File: config.mk
export PLATFORM = sky130hd
export DESIGN_NAME = x_serial_out
export DESIGN_NICKNAME = d
export VERILOG_FILES = /design/src/rtl/x_serial_out.sv
export SDC_FILE = /design/constraint.sdc
export NUM_CORES = 1
export LEC_CHECK = 0
export CAP_MARGIN = 40
export CELL_PAD_IN_SITES_DETAIL_PLACEMENT = 2
export CELL_PAD_IN_SITES_GLOBAL_PLACEMENT = 2
export CORE_ASPECT_RATIO = 1.25
export CORE_UTILIZATION = 27
export CTS_CLUSTER_DIAMETER = 80
export CTS_CLUSTER_SIZE = 40
export DETAILED_ROUTE_END_ITERATION = 10
export PLACE_DENSITY = 0.71
export SETUP_SLACK_MARGIN = 0.15
export SLEW_MARGIN = 30
export SYNTH_ARGS = -nofsm -noshare
export SYNTH_HDL_FRONTEND = slang
export SYNTH_SLANG_ARGS = --single-unit
File: constraint.sdc
create_clock -name clk -period 1.5 [get_ports clk]
set_clock_uncertainty 0.15 [all_clocks]
set_input_delay 0.45 -clock clk [delete_from_list [all_inputs] [get_ports clk]]
set_output_delay 0.45 -clock clk [all_outputs]
set_load 0.1 [all_outputs]
File: src/rtl/x_serial_out.sv
// -----------------------------------------------------------------------------
// x_serial_out
//
// Parallel-to-serial shifter. A word on din is captured when load is sampled
// high while the block is idle. It is then shifted out one bit per clock on
// sout, either LSB first or MSB first. The hold input stalls the shift. A
// single-cycle done pulse follows the last bit, and the block then returns to
// idle.
//
// Parameters
//   WIDTH      data word width in bits (2..32)
//   MSB_FIRST  0 = shift LSB first, 1 = shift MSB first
//
// Ports
//   clk         in   single clock, rising-edge active
//   rst         in   asynchronous, active-high reset
//   load        in   capture din and start a transfer (accepted only when ready)
//   din         in   parallel word, WIDTH bits
//   hold        in   stall request; freezes the shift while high
//   ready       out  high when a load will be accepted
//   busy        out  high while a transfer (including its done cycle) is active
//   sout        out  current serial data bit
//   sout_valid  out  high when sout carries a valid bit this cycle
//   done        out  one-cycle pulse after the last bit
//
// Every output is decoded from registered state only. No input reaches an
// output combinationally.
// -----------------------------------------------------------------------------
module x_serial_out #(
    parameter int WIDTH     = 16,
    parameter int MSB_FIRST = 0
) (
    input  logic             clk,
    input  logic             rst,
    input  logic             load,
    input  logic [WIDTH-1:0] din,
    input  logic             hold,
    output logic             ready,
    output logic             busy,
    output logic             sout,
    output logic             sout_valid,
    output logic             done
);

    // Counter wide enough to hold WIDTH-1. It never goes past that value.
    localparam int CW = (WIDTH > 2) ? $clog2(WIDTH) : 1;
    localparam logic [CW-1:0] CNT_LAST = CW'(WIDTH - 1);

    typedef enum logic [1:0] {
        IDLE  = 2'd0,
        SHIFT = 2'd1,
        DONE  = 2'd2
    } state_t;

    state_t           state,  state_nx;
    logic [WIDTH-1:0] shreg,  shreg_nx;
    logic [CW-1:0]    cnt,    cnt_nx;
    // hold as sampled at the previous edge; gates sout_valid during SHIFT.
    logic             hold_q, hold_nx;

    // -------------------------------------------------------------------------
    // State register
    // -------------------------------------------------------------------------
    // NOTE: all state updates use non-blocking assignments so every register
    // samples values from before the edge, whatever order the statements run in.
    // The shift register is an ordinary flop bank, not a memory. Clearing it on
    // reset therefore costs nothing, and sout is guaranteed to be 0 until the
    // first load.
    always_ff @(posedge clk or posedge rst) begin
        if (rst) begin
            state  <= IDLE;
            shreg  <= '0;
            cnt    <= '0;
            hold_q <= 1'b0;
        end else begin
            state  <= state_nx;
            shreg  <= shreg_nx;
            cnt    <= cnt_nx;
            hold_q <= hold_nx;
        end
    end

    // -------------------------------------------------------------------------
    // Next-state and datapath logic
    // -------------------------------------------------------------------------
    // NOTE: every signal driven here gets a default first. A path that
    // misses an assignment then cannot infer a latch.
    always_comb begin
        state_nx = state;
        shreg_nx = shreg;
        cnt_nx   = cnt;
        // hold is tracked only while shifting. In IDLE and DONE it has no
        // effect, and the first bit after a load is always presented as valid.
        hold_nx  = 1'b0;

        unique case (state)
            IDLE: begin
                // din is captured here and nowhere else. Later changes on din
                // therefore cannot alter the word being shifted out.
                if (load) begin
                    shreg_nx = din;
                    cnt_nx   = '0;
                    state_nx = SHIFT;
                end
            end

            SHIFT: begin
                hold_nx = hold;
                if (!hold) begin
                    // Move the next bit toward the output end and zero-fill
                    // behind it.
                    if (MSB_FIRST != 0) begin
                        shreg_nx = {shreg[WIDTH-2:0], 1'b0};
                    end else begin
                        shreg_nx = {1'b0, shreg[WIDTH-1:1]};
                    end

                    if (cnt == CNT_LAST) begin
                        // The last bit has been consumed. The counter stays at
                        // WIDTH-1 so it never leaves its legal range.
                        state_nx = DONE;
                    end else begin
                        cnt_nx = cnt + 1'b1;
                    end
                end
            end

            DONE: begin
                // Leave after exactly one cycle. A load seen here is dropped,
                // because ready is low in this state.
                state_nx = IDLE;
            end

            default: begin
                state_nx = IDLE;
            end
        endcase
    end

    // -------------------------------------------------------------------------
    // Output decode (registered state only)
    // -------------------------------------------------------------------------
    always_comb begin
        ready      = 1'b0;
        busy       = 1'b0;
        sout       = 1'b0;
        sout_valid = 1'b0;
        done       = 1'b0;

        unique case (state)
            IDLE: begin
                ready = 1'b1;
            end

            SHIFT: begin
                busy = 1'b1;
                // A stalled cycle shows the same bit again, marked invalid, so
                // the bit is counted once by the receiver.
                sout_valid = ~hold_q;
                sout = (MSB_FIRST != 0) ? shreg[WIDTH-1] : shreg[0];
            end

            DONE: begin
                busy = 1'b1;
                done = 1'b1;
            end

            default: begin
                ready = 1'b1;
            end
        endcase
    end

endmodule

==> flow_summary.html <==
<table>
<tr><th>Metric</th><th>Value</th></tr>
<tr><th colspan="2">Timing</th></tr>
<tr><td>Worst-case hold slack</td><td>0.3488 ns</td></tr>
<tr><td>Time the final worst path needs with I/O delays and setup</td><td>2.053 ns</td></tr>
<tr><td>Fin crit share</td><td>1.369</td></tr>
<tr><td>Normalized max-slew margin</td><td>0.7980</td></tr>
<tr><td>Final Max Slew Viols</td><td>0</td></tr>
<tr><td>Worst Max-Slew Pin Slew</td><td>0.3030 ns</td></tr>
<tr><td>RSZ-0062 raised after global routing</td><td>true</td></tr>
<tr><td>Count of endpoints failing hold in the final timing report</td><td>0</td></tr>
<tr><td>Final-report setup violation count</td><td>28</td></tr>
<tr><td>Setup ws final</td><td>-0.5529 ns</td></tr>
<tr><td>Max Freq</td><td>487.1 MHz</td></tr>
<tr><td>Setup TNS</td><td>-10.09 ns</td></tr>
<tr><th colspan="2">Yosys</th></tr>
<tr><td>Parity-gate share of the synthesized area counting xor and xnor cells</td><td>0</td></tr>
<tr><td>Flip-flop and latch count after synthesis</td><td>23</td></tr>
<tr><td>Most used standard cell by instance count after synthesis</td><td>dfrtp_1</td></tr>
<tr><td>Synth Flop Type</td><td>dfrtp_1</td></tr>
<tr><td>Top post-synthesis cells by count</td><td>dfrtp_1 (23), nor2_1 (19), a21oi_1 (16), mux2i_1 (15), nand2_1 (10)</td></tr>
<tr><td>Cell taking the most area after synthesis</td><td>dfrtp_1</td></tr>
<tr><td>Async set-or-reset flop fraction in the synthesized netlist</td><td>1.000</td></tr>
<tr><td>Arithmetic-cell share of the synthesized area counting full adders, half adders and majority gates</td><td>0.05291</td></tr>
<tr><td>Multiplexer share of the synthesized area</td><td>0.1270</td></tr>
<tr><td>Synthesized Nets</td><td>147</td></tr>
<tr><td>Share of the synthesized area in the top cell type</td><td>0.4868</td></tr>
<tr><td>Cell area after synthesis</td><td>1182 µm²</td></tr>
<tr><td>Post-synth EDFFs</td><td>0</td></tr>
<tr><td>Number of synthesis warnings</td><td>0</td></tr>
<tr><td>Avg Synthesized Cell Area</td><td>9.692 µm²</td></tr>
<tr><td>Main combinational cell family by area after synthesis</td><td>simple AND/OR/NAND/NOR gates</td></tr>
<tr><td>Simple-Gate Fraction of Synth Area</td><td>0.1587</td></tr>
<tr><td>Synth Area in Compound Gates</td><td>0.1312</td></tr>
<tr><td>Sequential element share of the synthesized area</td><td>0.4868</td></tr>
<tr><td>Synth cell types</td><td>25</td></tr>
<tr><td>Cells after synthesis</td><td>122</td></tr>
<tr><td>Cell types occupying the most area after synthesis</td><td>dfrtp_1 (49%), mux2i_1 (13%), a21oi_1 (6.8%)</td></tr>
<tr><th colspan="2">Critical path</th></tr>
<tr><td>CP Data Required Time</td><td>1.52 ns</td></tr>
<tr><td>Worst Setup Start Kind</td><td>flop</td></tr>
<tr><td>Maximum net fanout on the critical path</td><td>4</td></tr>
<tr><td>Crit end category</td><td>flop</td></tr>
<tr><td>Path type of the worst setup path</td><td>reg2reg</td></tr>
<tr><td>Arrival @ worst endpoint</td><td>2.08 ns</td></tr>
<tr><th colspan="2">Run status</th></tr>
<tr><td>Status</td><td>finished with violations</td></tr>
<tr><td>Violations in the final reports</td><td>negative setup slack</td></tr>
<tr><th colspan="2">Route</th></tr>
<tr><td>Vias after detailed routing</td><td>1180</td></tr>
<tr><td>DR DRC count</td><td>0</td></tr>
<tr><td>Total iterations of the first detailed-routing run</td><td>2</td></tr>
<tr><td>First-iteration detailed-routing DRC count</td><td>38</td></tr>
<tr><td>Final Routed Wirelength</td><td>5519 µm</td></tr>
<tr><td>Number of nets with antenna violations after routing</td><td>0</td></tr>
<tr><td>Via-per-instance ratio</td><td>4.958</td></tr>
<tr><td>Drt wl/cell</td><td>23.19 µm</td></tr>
<tr><th colspan="2">Floorplanning</th></tr>
<tr><td>Vert. Die Dim</td><td>75.99 µm</td></tr>
<tr><td>Initial core utilization</td><td>0.2862</td></tr>
<tr><td>IO Pins</td><td>25</td></tr>
<tr><td>Core Rows</td><td>26</td></tr>
<tr><td>Horizontal extent of the die</td><td>61.19 µm</td></tr>
<tr><td>Die Outline Area</td><td>4650 µm²</td></tr>
<tr><td>Core area</td><td>4131 µm²</td></tr>
<tr><th colspan="2">Finish</th></tr>
<tr><td>Post-synthesis to final-layout area growth</td><td>95.13%</td></tr>
<tr><td>Ratio of cells with drive above 1 in the final layout</td><td>0.5549</td></tr>
<tr><td>Antenna cell count</td><td>0</td></tr>
<tr><td>Nets</td><td>208</td></tr>
<tr><td>Area of all placed cells without fillers</td><td>2307 µm²</td></tr>
<tr><th colspan="2">CTS</th></tr>
<tr><td>Clock buffer depth</td><td>2</td></tr>
<tr><td>Clock tree root driver cell</td><td>clkbuf_8</td></tr>
<tr><td>CTS buffer count</td><td>3</td></tr>
<tr><td>Skew-Pair Late Insertion Delay</td><td>0.28 ns</td></tr>
<tr><td>Post-CTS clock slew at the launch and capture registers of the worst setup and hold paths</td><td>0.09 ns</td></tr>
<tr><td>Clk sinks</td><td>23</td></tr>
<tr><td>TritonCTS clock tree</td><td>built</td></tr>
<tr><td>CTS hold repair buffers</td><td>0</td></tr>
<tr><td>CTS H-Tree Depth</td><td>1</td></tr>
<tr><th colspan="2">Power and ir drop</th></tr>
<tr><td>Overall power consumption</td><td>0.005687 W</td></tr>
<tr><td>Power density normalized to cell area</td><td>2465 nW/µm²</td></tr>
<tr><td>Leakage power</td><td>0.9836 nW</td></tr>
<tr><td>Maximum vdd ir drop</td><td>829.7 µV</td></tr>
<tr><th colspan="2">Placement</th></tr>
<tr><td>Global placement routability congestion</td><td>0.7178</td></tr>
<tr><td>Cell area after placement</td><td>1720 µm²</td></tr>
<tr><td>Count of port buffers added during placement</td><td>24</td></tr>
<tr><td>Final HPWL DP</td><td>2516 µm</td></tr>
<tr><th colspan="2">Global route</th></tr>
<tr><td>First-pass GRT wire length</td><td>6161 µm</td></tr>
<tr><td>Remaining global-route overflow</td><td>0</td></tr>
<tr><td>Vias in the first global route</td><td>1266</td></tr>
<tr><td>Total track usage</td><td>0.1837</td></tr>
<tr><td>Largest net degree at the start of global routing</td><td>24</td></tr>
<tr><td>Initial antenna violation count</td><td>0</td></tr>
<tr><th colspan="2">Hold path</th></tr>
<tr><td>Kind of path behind the tightest hold check</td><td>in2async</td></tr>
<tr><th colspan="2">Run</th></tr>
<tr><td># Max-Cap Violations</td><td>0</td></tr>
</table>
## cell families (layout without fill, tap and decap cells)
kind of cell / after synthesis / count (layout)
AO/OA/AOI/OAI: 26 / 26
adder cells (fa/ha/maj): 5 / 5
buffers and inverters: 12 / 72
flip-flops: 23 / 23
multiplexers: 15 / 15
AND/OR/NAND/NOR: 41 / 41
## metal layers
metal | global-route usage | wire [µm]
met4 | 0.06818 | 156
met5 | 0 | 0
met1 | 0.1978 | 1960
met2 | 0.3402 | 3313
met3 | 0.02716 | 89
## layout by cell type (no fill, tap or decap), drive strengths merged
cell type      count
nand2b             1
o2111ai            1
a21oi             16
nand2             11
o211a              1
o22a               1
nand4              1
or4                1
dfrtp             23
inv                5
nand3b             1
and2               2
a31oi              2
dlygate4sd2        1
buf               40
o31ai              1
ha                 5
nor2              19
o21ai              4
and2b              1
or2                1
nand3              3
mux2i             15
clkdlybuf4s50     18
clkbuf             7
clkinvlp           1
## path summary, 6_finish.rpt
check,startpoint,to,slack [ns],depth (start not counted)
max,state[0],cnt[3],-0.55,7
min,rst,cnt[0],0.35,3
max reg2reg,state[0],cnt[3],-0.55,7
min reg2reg,shreg[15],shreg[15],0.39,2
max in group asynchronous,rst,state[0],0.68,3
min in group clk,shreg[15],shreg[15],0.39,2
## cell type report
cell class | instances | area, µm²
fillers | 405 | 1824
clock buffers | 4 | 45.04
well taps | 56 | 70.07
multi-input cells | 87 | 833.3
repair buffers | 62 | 748.2
inverters | 6 | 33.78
flip-flops and latches | 23 | 576.8
## worst max-delay path: stages (launching register included)
cell and delay [ns]:
dfrtp_2 0.46, buf_6 0.13, ha_4 0.17, buf_6 0.14
nand4_1 0.17, o2111ai_4 0.14, or2_1 0.27, o31ai_1 0.31
## power breakdown
part,switching (W),internal (W)
combinational,0.00204,0.00202
clock,0.000233,0.000191
sequential,0.000301,0.000897
## flip-flops by register name, summed over array words and instances (netlist names)
name / flops
hold_q: 1
shreg: 16
state: 2
cnt: 4
## metrics by stage
step / setup WS, ns / std cells / util
floorplan: -0.4993 / 122 / -
global placement: -0.4714 / 214 / 0.4164
detailed placement: -0.5391 / 214 / 0.4164
CTS: -0.4271 / 227 / 0.4806
global route: -0.6005 / 238 / 0.5584
finish: -0.5529 / 238 / 0.5584
## what timing repair did
action	CTS	global route
pin swaps	12	9
resized for setup	47	39
buffers inserted	9	7
endpoints found under the setup margin	28	28
cloned	0	4
(Power assumes the default switching activity.)
==> variant 1, RTL diff (same settings) <==
Change the parameter `WIDTH` from 16 to 32.
--- a/src/rtl/x_serial_out.sv
+++ b/src/rtl/x_serial_out.sv
@@ -29,3 +29,3 @@
 module x_serial_out #(
-    parameter int WIDTH     = 16,
+    parameter int WIDTH     = 32,
     parameter int MSB_FIRST = 0
Ports: changed (resized din); port bits go from 25 to 41. The function was not compared with the original's and may differ.
==> variant 1 against the unedited design <==
- the run still ends with negative setup slack left
- largest cell class unchanged
- synthesized area increased by 80%
- worst setup slack improved by 0.038 ns
- clock power increased by 110%
- via count increased by 45%
- final area increased by 58%
- critical path depth decreased by 2
- wire length increased by 21%
- maximum frequency increased by 1.9%
- sequential share of layout area increased by 2.5 points
- first-iteration DRC count decreased by 13%
- power increased by 48%
- sequential cell count increased by 17
- worst hold slack improved by 0.031 ns
- non-clock buffer count increased by 21
==> variant 1: results (changes against the unedited design) <==
** Status
- Status :: finished, violations left (unchanged)
- Violated checks: negative setup slack (unchanged).

** Finish
- Number of nets at the end of the flow :: 309 (was 208)
- Fraction of layout cells with a size suffix above 1 :: 0.5390 (was 0.5549)
- The number of clock buffer instances in the layout was 6 (was 4).
- Clock buf/inv share :: 0.02953 (was 0.01952)
- Non-clock buffering overhead :: 0.2830 (was 0.3243)
- Number of multi-input combinational cells in the layout :: 133 (was 87)

** Logic synthesis
- Cell types with the largest area share after synthesis: sky130_fd_sc_hd__dfrtp_1 (47%), sky130_fd_sc_hd__mux2i_1 (15%), sky130_fd_sc_hd__a21oi_2 (12%) (was sky130_fd_sc_hd__dfrtp_1 (49%), sky130_fd_sc_hd__mux2i_1 (13%), sky130_fd_sc_hd__a21oi_1 (6.8%)).
- Mapped Nets :: 230 (was 147)
- Most frequent cells after synthesis :: sky130_fd_sc_hd__dfrtp_1 (40), sky130_fd_sc_hd__nor2_1 (34), sky130_fd_sc_hd__mux2i_1 (31) (was sky130_fd_sc_hd__dfrtp_1 (23), sky130_fd_sc_hd__nor2_1 (19), sky130_fd_sc_hd__a21oi_1 (16))
- The mux share of post-synthesis cell area is 0.1617 (was 0.1270).
- The adder-cell share of the synthesized area is 0.02939 (was 0.05291).

** Worst setup path
- The startpoint of the worst-slack reg-to-reg timing path is cnt[1] (was state[0]).
- Slowest cell on crit path :: sky130_fd_sc_hd__dfrtp_1 (was sky130_fd_sc_hd__dfrtp_2)
- Capturing instance or port of the critical path :: ready (was cnt[3])
- The top cell family by delay on the critical path is buffers and inverters (was flip-flops).

** Route
- Average vias per placed instance :: 4.748 (was 4.958)
- The total iterations of the first detailed-routing run is 4 (was 2).
- The starting DRC count in detailed routing is 33 (was 38).
- The number of vias in the routed layout was 1714 (was 1180).

** Placement
- Gpl congestion :: 0.7478 (was 0.7178)
- The number of port buffers is 40 (was 24).

** Timing
- The worst setup slack after layout was -0.5151 ns (was -0.5529 ns).
- Finish-stage setup viols :: 44 (was 28)

** CTS
- The TritonCTS buffer count came to 5 (was 3).
- The H-tree depth was 2 (was 1).

** Hold path
- The classification of the worst-slack hold path is register to register (was input pin to async pin).

** Global route
- The largest net degree at the start of global routing came to 41 (was 24).
[variant 1: cell count changes in the layout (fill, tap and decap cells not counted), sizes merged, moves of 7 or more]
cell,unedited run,this run
dfrtp,23,40
a21oi,16,34
clkdlybuf4s50,18,35
nand2,11,4
nor2,19,35
buf,40,47
mux2i,15,32
[variant 1: timing repair]
action	CTS	global route
setup buffers	14	3
cloned	6	1
gates resized for setup	50	14
setup endpoints to repair	45	45
pin swaps	9	5
[variant 1: through the flow]
step	instance area [µm²]	TNS (ns)
after CTS	3496	-15.55
after floorplan	2320	-8.295
final	3643	-15.77
after detailed placement	2924	-18.96
after global routing	3643	-18.68
after global placement	2924	-17.07
[variant 1: power breakdown]
part           internal (mW)  switching (mW)  leakage, nW
clock network          0.495           0.412       0.0552
registers               1.56           0.468        0.454
logic                   2.79            2.66        0.963
[variant 1: layer usage]
metal	part of all wire	GRT usage
met1	0.43	0.2200
met2	0.53	0.2962
met5	0	0
met3	0.023	0.02342
met4	0.011	0.04533
==> variant 2, RTL diff (same flow settings) <==
Made on the original files. The 3 states of `state_t` get a one-hot encoding in 3 bits.
--- a/src/rtl/x_serial_out.sv
+++ b/src/rtl/x_serial_out.sv
@@ -48,6 +48,6 @@
 
-    typedef enum logic [1:0] {
-        IDLE  = 2'd0,
-        SHIFT = 2'd1,
-        DONE  = 2'd2
+    typedef enum logic [2:0] {
+        IDLE  = 3'b001,
+        SHIFT = 3'b010,
+        DONE  = 3'b100
     } state_t;
Behaviour: no difference found for any inputs over 10 cycles, from zero or initial values and one cycle with rst high; not proved beyond that.
==> variant 2 against the unedited design <==
- the flow still finishes with violations (negative setup slack)
- sequential cell count up 1
- wire length down 38%
- power down 33%
- count of clock-buffer cells in the layout down 1
- sequential share of layout area up 4.3 points
- worst setup slack worse by 0.086 ns
- final area down 11%
- synthesized area up 8.1%
==> variant 2: results (changes against the unedited design) <==
** Status
- Status :: finished, violations left (unchanged)
- Violated checks :: negative setup slack (unchanged)

** Power
- Static leakage power :: 0.9222 nW (was 0.9836 nW)
- The peak ir drop on the vdd network came to 784.4 µV (was 829.7 µV).

** Worst setup path
- Arrival @ worst endpoint :: 1.54 ns (was 2.08 ns)
- The critical-path cell with the highest stage delay was sky130_fd_sc_hd__dfstp_2 (was sky130_fd_sc_hd__dfrtp_2).
- Worst setup path startpoint :: state[0] (unchanged)
- The depth of the most critical reg-to-reg path was 5 (was 7).
- The startpoint of the worst-slack reg-to-reg timing path was state[2] (was state[0]).
- The largest fanout on the critical path was 5 (was 4).
- The peak per-stage delay on the critical path came to 0.61 ns (was 0.46 ns).
- The capturing instance or port of the critical path is ready (was cnt[3]).

** Logic synthesis
- Mapped Nets :: 116 (was 147)
- Multiplexer area fraction after synthesis :: 0.3092 (was 0.1270)
- Adder-cell share of the synthesized area :: 0.009785 (was 0.05291)
- Cell types with the largest area share after synthesis: sky130_fd_sc_hd__dfrtp_1 (45%), sky130_fd_sc_hd__mux2_2 (14%), sky130_fd_sc_hd__mux2_4 (12%) (was sky130_fd_sc_hd__dfrtp_1 (49%), sky130_fd_sc_hd__mux2i_1 (13%), sky130_fd_sc_hd__a21oi_1 (6.8%)).
- The unique cell type count in the Yosys netlist is 34 (was 25).
- Most frequent cells after synthesis :: sky130_fd_sc_hd__dfrtp_1 (23), sky130_fd_sc_hd__mux2_2 (16), sky130_fd_sc_hd__mux2_4 (10) (was sky130_fd_sc_hd__dfrtp_1 (23), sky130_fd_sc_hd__nor2_1 (19), sky130_fd_sc_hd__a21oi_1 (16))
- Sequential-to-total area share from yosys stat :: 0.4706 (was 0.4868)
- Complex-gate fraction of the synthesized area :: 0.06947 (was 0.1312)

** Global route
- Pin count of the biggest net entering global routing :: 25 (was 24)
- Number of global-route vias before repair :: 1142 (was 1266)
- The met2 layer usage reported by global route was 0.2787 (was 0.3402).
- Fraction of met3 tracks used by global routing :: 0.02443 (was 0.02716)
- Global-route wire length before repair :: 5.865 mm (was 6.161 mm)
- The all-layer global routing usage was 0.1577 (was 0.1837).

** Placement
- The weighted congestion reported at the end of routability-driven placement is 0.6604 (was 0.7178).
- The placed standard-cell area is 1836 µm² (was 1720 µm²).
- The total half-perimeter wirelength after legalization and detailed placement is 2.250 mm (was 2.516 mm).

** Route
- Wire length per cell :: 16.82 µm (was 23.19 µm)
- The detailed-route vias per instance was 4.722 (was 4.958).
- The starting DRC count in detailed routing is 23 (was 38).

** Timing
- The worst setup slack after layout was -0.6391 ns (was -0.5529 ns).
- Finish-stage setup viols :: 27 (was 28)
- The slew at the pin with the worst max-slew slack was 0.3030 ns (about the same).

** Finish
- Number of nets at the end of the flow :: 169 (was 208)
- The share of post-route cells with drive strength above 1 is 0.5578 (was 0.5549).
## variant 2: metal layers
metal | wire [µm] | vias up | share of wire
li1 | - | 447 | -
met1 | 1459 | 496 | 0.42
met2 | 1805 | 20 | 0.52
met3 | 100 | 5 | 0.029
met4 | 82 | 0 | 0.024
met5 | 0 | - | 0
## variant 2: how the worst min path moves through the flow
stage	depth (start not counted)	slack [ns]	to	from
detailed placement	1	0.33	shreg[4]	shreg[4]
global placement	1	0.32	shreg[2]	shreg[2]
CTS	1	0.35	shreg[4]	shreg[4]
global route	1	0.37	shreg[4]	shreg[4]
floorplan	1	0.30	shreg[1]	shreg[1]
finish	3	0.34	shreg[11]	rst
## variant 2: repair_timing
item                                    CTS  global route
pin swaps                                 2             3
buffers inserted                          5             3
endpoints found under the setup margin   29            29
cloned                                    1             0
resized for setup                        13             9
## variant 2: stage by stage
step,utilization,setup TNS [ns],setup WS [ns],std cells,hold slack (ns)
final,0.4618,-12.17,-0.6391,205,0.3443
after CTS,0.4503,-13.30,-0.6425,202,0.3540
after floorplan,-,-8.899,-1.350,95,0.3022
after detailed placement,0.4116,-15.95,-0.7812,192,0.3324
after global placement,0.4116,-15.43,-0.7465,192,0.3184
after global routing,0.4618,-13.96,-0.6844,205,0.3726
## variant 2: power breakdown
group          switching (mW)  internal (mW)  leakage (nW)
clock network           0.241          0.358        0.0357
registers               0.201          0.938         0.291
logic                   0.846           1.25         0.596
## variant 2: final cells by class
class                      instances  area (µm²)
timing repair buffer              52       589.3
clock buffer                       3       41.29
multi-input combinational         64       710.7
sequential                        24       604.3
fill                             467        2400
inverter                           3       11.26
clock inverter                     1       30.03
tap                               58       72.57
